## src/rtl/alu_result_serializer_pkg.sv

```systemverilog
// Shared types and sizing helpers for the ALU result serializer.
// State encoding, byte width, and byte-count/counter-width functions.
package alu_result_serializer_pkg;

    localparam int BYTE_W = 8;

    typedef enum logic [1:0] {
        IDLE    = 2'b00,
        SEND    = 2'b01,
        WAIT_HI = 2'b10,
        WAIT_LO = 2'b11
    } ser_state_t;

    function automatic int nbytes(input int width);
        return width / BYTE_W;
    endfunction

    function automatic int cnt_width(input int width);
        int n;
        n = width / BYTE_W;
        return (n > 1) ? $clog2(n) : 1;
    endfunction

endpackage

```

## src/rtl/alu_result_serializer_hold_buf.sv

```systemverilog
// One-entry pending buffer between the ALU result bus and the serializer.
// Ports: clk, rst (async low), load/din (write), take (read), dout, full, drop.
module result_hold_buf
    import alu_result_serializer_pkg::*;
#(
    parameter int WIDTH = 16
) (
    input  logic             clk,
    input  logic             rst,
    input  logic             load,
    input  logic             take,
    input  logic [WIDTH-1:0] din,
    output logic [WIDTH-1:0] dout,
    output logic             full,
    output logic             drop
);

    logic [WIDTH-1:0] pb;
    logic             pv;

    // A take in the same cycle frees the slot for the incoming word.
    assign drop = load && pv && !take;
    assign dout = pb;
    assign full = pv;

    always_ff @(posedge clk or negedge rst) begin
        if (!rst) begin
            pb <= '0;
            pv <= 1'b0;
        end else if (load && (!pv || take)) begin
            pb <= din;
            pv <= 1'b1;
        end else if (take) begin
            pv <= 1'b0;
        end
    end

endmodule

```

## src/rtl/alu_result_serializer.sv

```systemverilog
// Streams WIDTH-bit ALU results to the UART TX byte by byte, LSB first.
// Ports: clk, rst, res_in/res_valid, tx_busy, ovf_clr -> tx_data/tx_valid, ready, active, overflow.
module alu_result_serializer
    import alu_result_serializer_pkg::*;
#(
    parameter int WIDTH = 16
) (
    input  logic             clk,
    input  logic             rst,
    input  logic [WIDTH-1:0] res_in,
    input  logic             res_valid,
    input  logic             tx_busy,
    input  logic             ovf_clr,
    output logic [7:0]       tx_data,
    output logic             tx_valid,
    output logic             ready,
    output logic             active,
    output logic             overflow
);

    localparam int NB = nbytes(WIDTH);
    localparam int CW = cnt_width(WIDTH);
    localparam logic [CW-1:0] CNT_LAST = CW'(NB - 1);

    ser_state_t       state;
    logic [WIDTH-1:0] sr;
    logic [CW-1:0]    cnt;
    logic [WIDTH-1:0] pb_data;
    logic             pv;
    logic             direct;
    logic             load;
    logic             take;
    logic             drop;

    assign direct = res_valid && (state == IDLE) && !pv;
    assign load   = res_valid && !direct;
    // PB drains into SR after the last byte, or from IDLE if a word
    // landed in PB on the very edge the FSM went idle.
    assign take   = pv && ((state == IDLE) ||
                    ((state == WAIT_LO) && !tx_busy && (cnt == CNT_LAST)));

    assign ready  = !pv;
    assign active = (state != IDLE);

    result_hold_buf #(.WIDTH(WIDTH)) u_hold (
        .clk  (clk),
        .rst  (rst),
        .load (load),
        .take (take),
        .din  (res_in),
        .dout (pb_data),
        .full (pv),
        .drop (drop)
    );

    always_ff @(posedge clk or negedge rst) begin
        if (!rst) begin
            state    <= IDLE;
            sr       <= '0;
            cnt      <= '0;
            tx_data  <= '0;
            tx_valid <= 1'b0;
        end else begin
            tx_valid <= 1'b0;
            unique case (state)
                IDLE: begin
                    if (direct) begin
                        sr    <= res_in;
                        cnt   <= '0;
                        state <= SEND;
                    end else if (take) begin
                        sr    <= pb_data;
                        cnt   <= '0;
                        state <= SEND;
                    end
                end
                SEND: begin
                    if (!tx_busy) begin
                        tx_valid <= 1'b1;
                        tx_data  <= sr[BYTE_W-1:0];
                        state    <= WAIT_HI;
                    end
                end
                WAIT_HI: begin
                    if (tx_busy) state <= WAIT_LO;
                end
                WAIT_LO: begin
                    if (!tx_busy) begin
                        if (cnt != CNT_LAST) begin
                            sr    <= sr >> BYTE_W;
                            cnt   <= cnt + 1'b1;
                            state <= SEND;
                        end else if (pv) begin
                            sr    <= pb_data;
                            cnt   <= '0;
                            state <= SEND;
                        end else begin
                            cnt   <= '0;
                            state <= IDLE;
                        end
                    end
                end
            endcase
        end
    end

    // Set wins over clear.
    always_ff @(posedge clk or negedge rst) begin
        if (!rst)         overflow <= 1'b0;
        else if (drop)    overflow <= 1'b1;
        else if (ovf_clr) overflow <= 1'b0;
    end

endmodule

```

## config.mk

```make
export PLATFORM = sky130hd
export DESIGN_NAME = alu_result_serializer
export DESIGN_NICKNAME = d
export VERILOG_FILES = /design/src/rtl/alu_result_serializer_pkg.sv /design/src/rtl/alu_result_serializer_hold_buf.sv /design/src/rtl/alu_result_serializer.sv
export SDC_FILE = /design/constraint.sdc
export NUM_CORES = 1
export LEC_CHECK = 0
export ABC_CLOCK_PERIOD_IN_PS = 2750
export CORE_ASPECT_RATIO = 0.9
export CORE_MARGIN = 2
export CORE_UTILIZATION = 40
export CTS_BUF_LIST = sky130_fd_sc_hd__clkbuf_16
export DETAILED_ROUTE_END_ITERATION = 16
export PLACE_DENSITY = 0.7
export SYNTH_ARGS = -nofsm -noshare
export SYNTH_HDL_FRONTEND = slang
export SYNTH_SLANG_ARGS = --single-unit
```

## constraint.sdc

```tcl
create_clock -name clk -period 2.75 [get_ports clk]
set_input_delay 0.6875 -clock clk [delete_from_list [all_inputs] [get_ports clk]]
set_output_delay 0.6875 -clock clk [all_outputs]
set_load 0.05 [all_outputs]
```

==> qor.yml <==
status: "finished clean"
layout_min_cycle_time_ns: 2.32
vias: 1871
worst_pin_slew_ns: 0.557
clock_latency_ns: 0.29
ctsResizeCount: 0
num_io_pins: 33
drtIter0Drc: 86
swShare_pct: 40.8
routedWlPerCell_um: 16.8
arrival_ns: 1.63
antenna_found_initial: 0
rsz0062_at_grt: "no"
intPower_mw: 2.36
htreeDepth: 2
yosysMostFrequentCell: "dfrtp_1"
critPathLaunchType: "register"
cts_buffer_depth: 2
hpwl_um: 3630
area_delta_synth_final_pct: 22.9
grt_usage_pct: 17.0
synth_seq_cells: 46
die_area_um2: 6910
layout_setup_ws_ns: 0.429
fin_nets: 274
place_congestion: 0.783
numPortBuffers: 32
p_seq_share_pct: 31.5
fin_crit_sh_pct: 84.4
combPwrFrac_pct: 51.1
crit_fanout: 6
place_ws_ns: 0.121
path_class: "reg2out"
p_per_area_nw_per_um2: 1290
drv_cap: 0
hold_viol: 0
cts_root_buf: "clkbuf_16"
netlist_top_cells_area: "dfrtp_1, mux2_2, o41ai_1, a211oi_1, o31ai_1"
p_sw_mw: 1.62
setup_tns_ns: 0
crit_required_ns: 2.06
ys.flop_type: "dfrtp_1"
detail-route-antenna-nets: 0
netlist_instances: 221
n_fill_cell: 551
synth_commonest_cells: "dfrtp_1, mux2_2, clkbuf_1"
start_util_pct: 41.2
synth_top_cell_by_area: "dfrtp_1"
clkSlewWorstSetupHoldPaths_ns: 0.06
max_slew_margin_pct: 62.8
grt_max_degree: 47
drc: 0
cts_setup_buffers: 0
clock_sinks: 46
synth.top_cell.area_share_pct: 46.0
dieWidth_um: 87.4
synthArstFlopShare_pct: 100
finClkSkew_ns: 0.00424
grt_overflow: 0
end_kind: "output port"
synth_edf_count: 0
setup_viol: 0
cts_made_buffers: 5
grt_pass1_wl_um: 9050
ys_types: 31
ys_warn_count: 0
synth_area_um2: 2500
dieHeight_um: 79.0
core_um2: 6080
hold_path_class: "in2async"
fmax_mhz: 431
power.leakage_nw: 1.30
synth_area_per_cell_um2: 11.3
postCtsHoldBufs: 0
slew_viol_final: 0
routed_wl_um: 5390
first_pass_iters: 4
drive_gt1_share_pct: 20.5
via_per_inst: 5.83
pwr-share-clk_pct: 17.4
core.rowCount: 27
tritoncts: "done"
syn_nets: 247
peakVddDrop_v: 0.000362
yosysSeqAreaShare_pct: 46.0
grt_pass1_vias: 1799
antennaDiodeCount: 0
critical path, stage by stage (launching register included):
cell             delay [ns]
dfrtp_1                0.46
inv_1                  0.09
clkdlybuf4s50_1        0.79
per-layer routing:
| metal | track usage, % | wire length [um] | vias up |
|---|---|---|---|
| li1 | - | - | 912 |
| met1 | 22.4 | 2430 | 904 |
| met2 | 27.5 | 2660 | 45 |
| met3 | 3.33 | 215 | 10 |
| met4 | 6.31 | 91 | 0 |
| met5 | 0 | 0 | - |
flip-flops by register name (all words and copies together), names as in the netlist:
register	flops
state	2
tx_data	8
u_hold.dout	16
u_hold.full	1
tx_valid	1
overflow	1
sr	16
cnt	1
layout by cell type, fill, tap and decap left out, types with 2 or more instances in the layout:
cell type	instances
dfrtp_1	46
clkdlybuf4s50_1	30
mux2_2	26
a211oi_1	17
o41ai_1	17
o31ai_1	17
buf_4	12
nor2_1	10
nor2b_1	9
and4b_1	8
nand4bb_1	8
a22oi_1	8
inv_1	6
ha_1	5
clkbuf_16	5
and3b_1	3
and2_1	2
nand2b_1	2
nand2_1	2
clkinvlp_4	2
cell type report:
cell class	count	area, um^2	area share (%)
clock inverter	3	45.0	1.46
sequential	46	1150	37.4
inverter	7	26.3	0.854
multi-input combinational	144	1220	39.7
clock buffer	5	125	4.07
timing repair buffer	44	415	13.5
tap	72	90.1	2.93
power by group through the flow:
stage	clock, mW	combinational (mW)	sequential (mW)
global route	0.729	2.24	1.30
finish	0.693	2.04	1.25
CTS	0.700	2.05	1.25
floorplan	0	1.34	1.42
global placement	0	2.00	1.25
detailed placement	0	2.05	1.26
kinds of logic after synthesis:
kind of cell	Yosys count	synth area share [%]
AO/OA/AOI/OAI	62	19.6
adder cells (fa/ha/maj)	5	2.50
buffers and inverters	31	5.35
flip-flops	46	46.0
multiplexers	26	11.7
AND/OR/NAND/NOR	51	14.8
final timing paths:
kind	from	end	slack (ns)	cells after the start
max in group asynchronous	rst	u_hold.full$_DFFE_PN0P_	2.16	2
min in group clk	sr[13]$_DFFE_PN0P_	sr[13]$_DFFE_PN0P_	0.50	2
worst min-delay path	rst	tx_data[0]$_DFFE_PN0P_	0.37	2
worst min register to register	sr[13]$_DFFE_PN0P_	sr[13]$_DFFE_PN0P_	0.50	2
worst max register to register	state[1]$_DFFE_PN0P_	sr[1]$_DFFE_PN0P_	0.47	4
worst max-delay path	u_hold.full$_DFFE_PN0P_	ready	0.43	2
per-stage QoR:
step                      hold slack, ns  std cells  power, mW  util, %  instance area (um^2)
after floorplan                    0.392        221       2.77        -                  2500
after global placement             0.482        313       3.24     47.8                  2910
after detailed placement           0.490        313       3.31     47.8                  2910
after CTS                          0.383        321       4.01     50.6                  3080
after global routing               0.393        321       4.27     50.6                  3080
final                              0.371        321       3.98     50.6                  3080
Power figures use the tool's default switching activity.
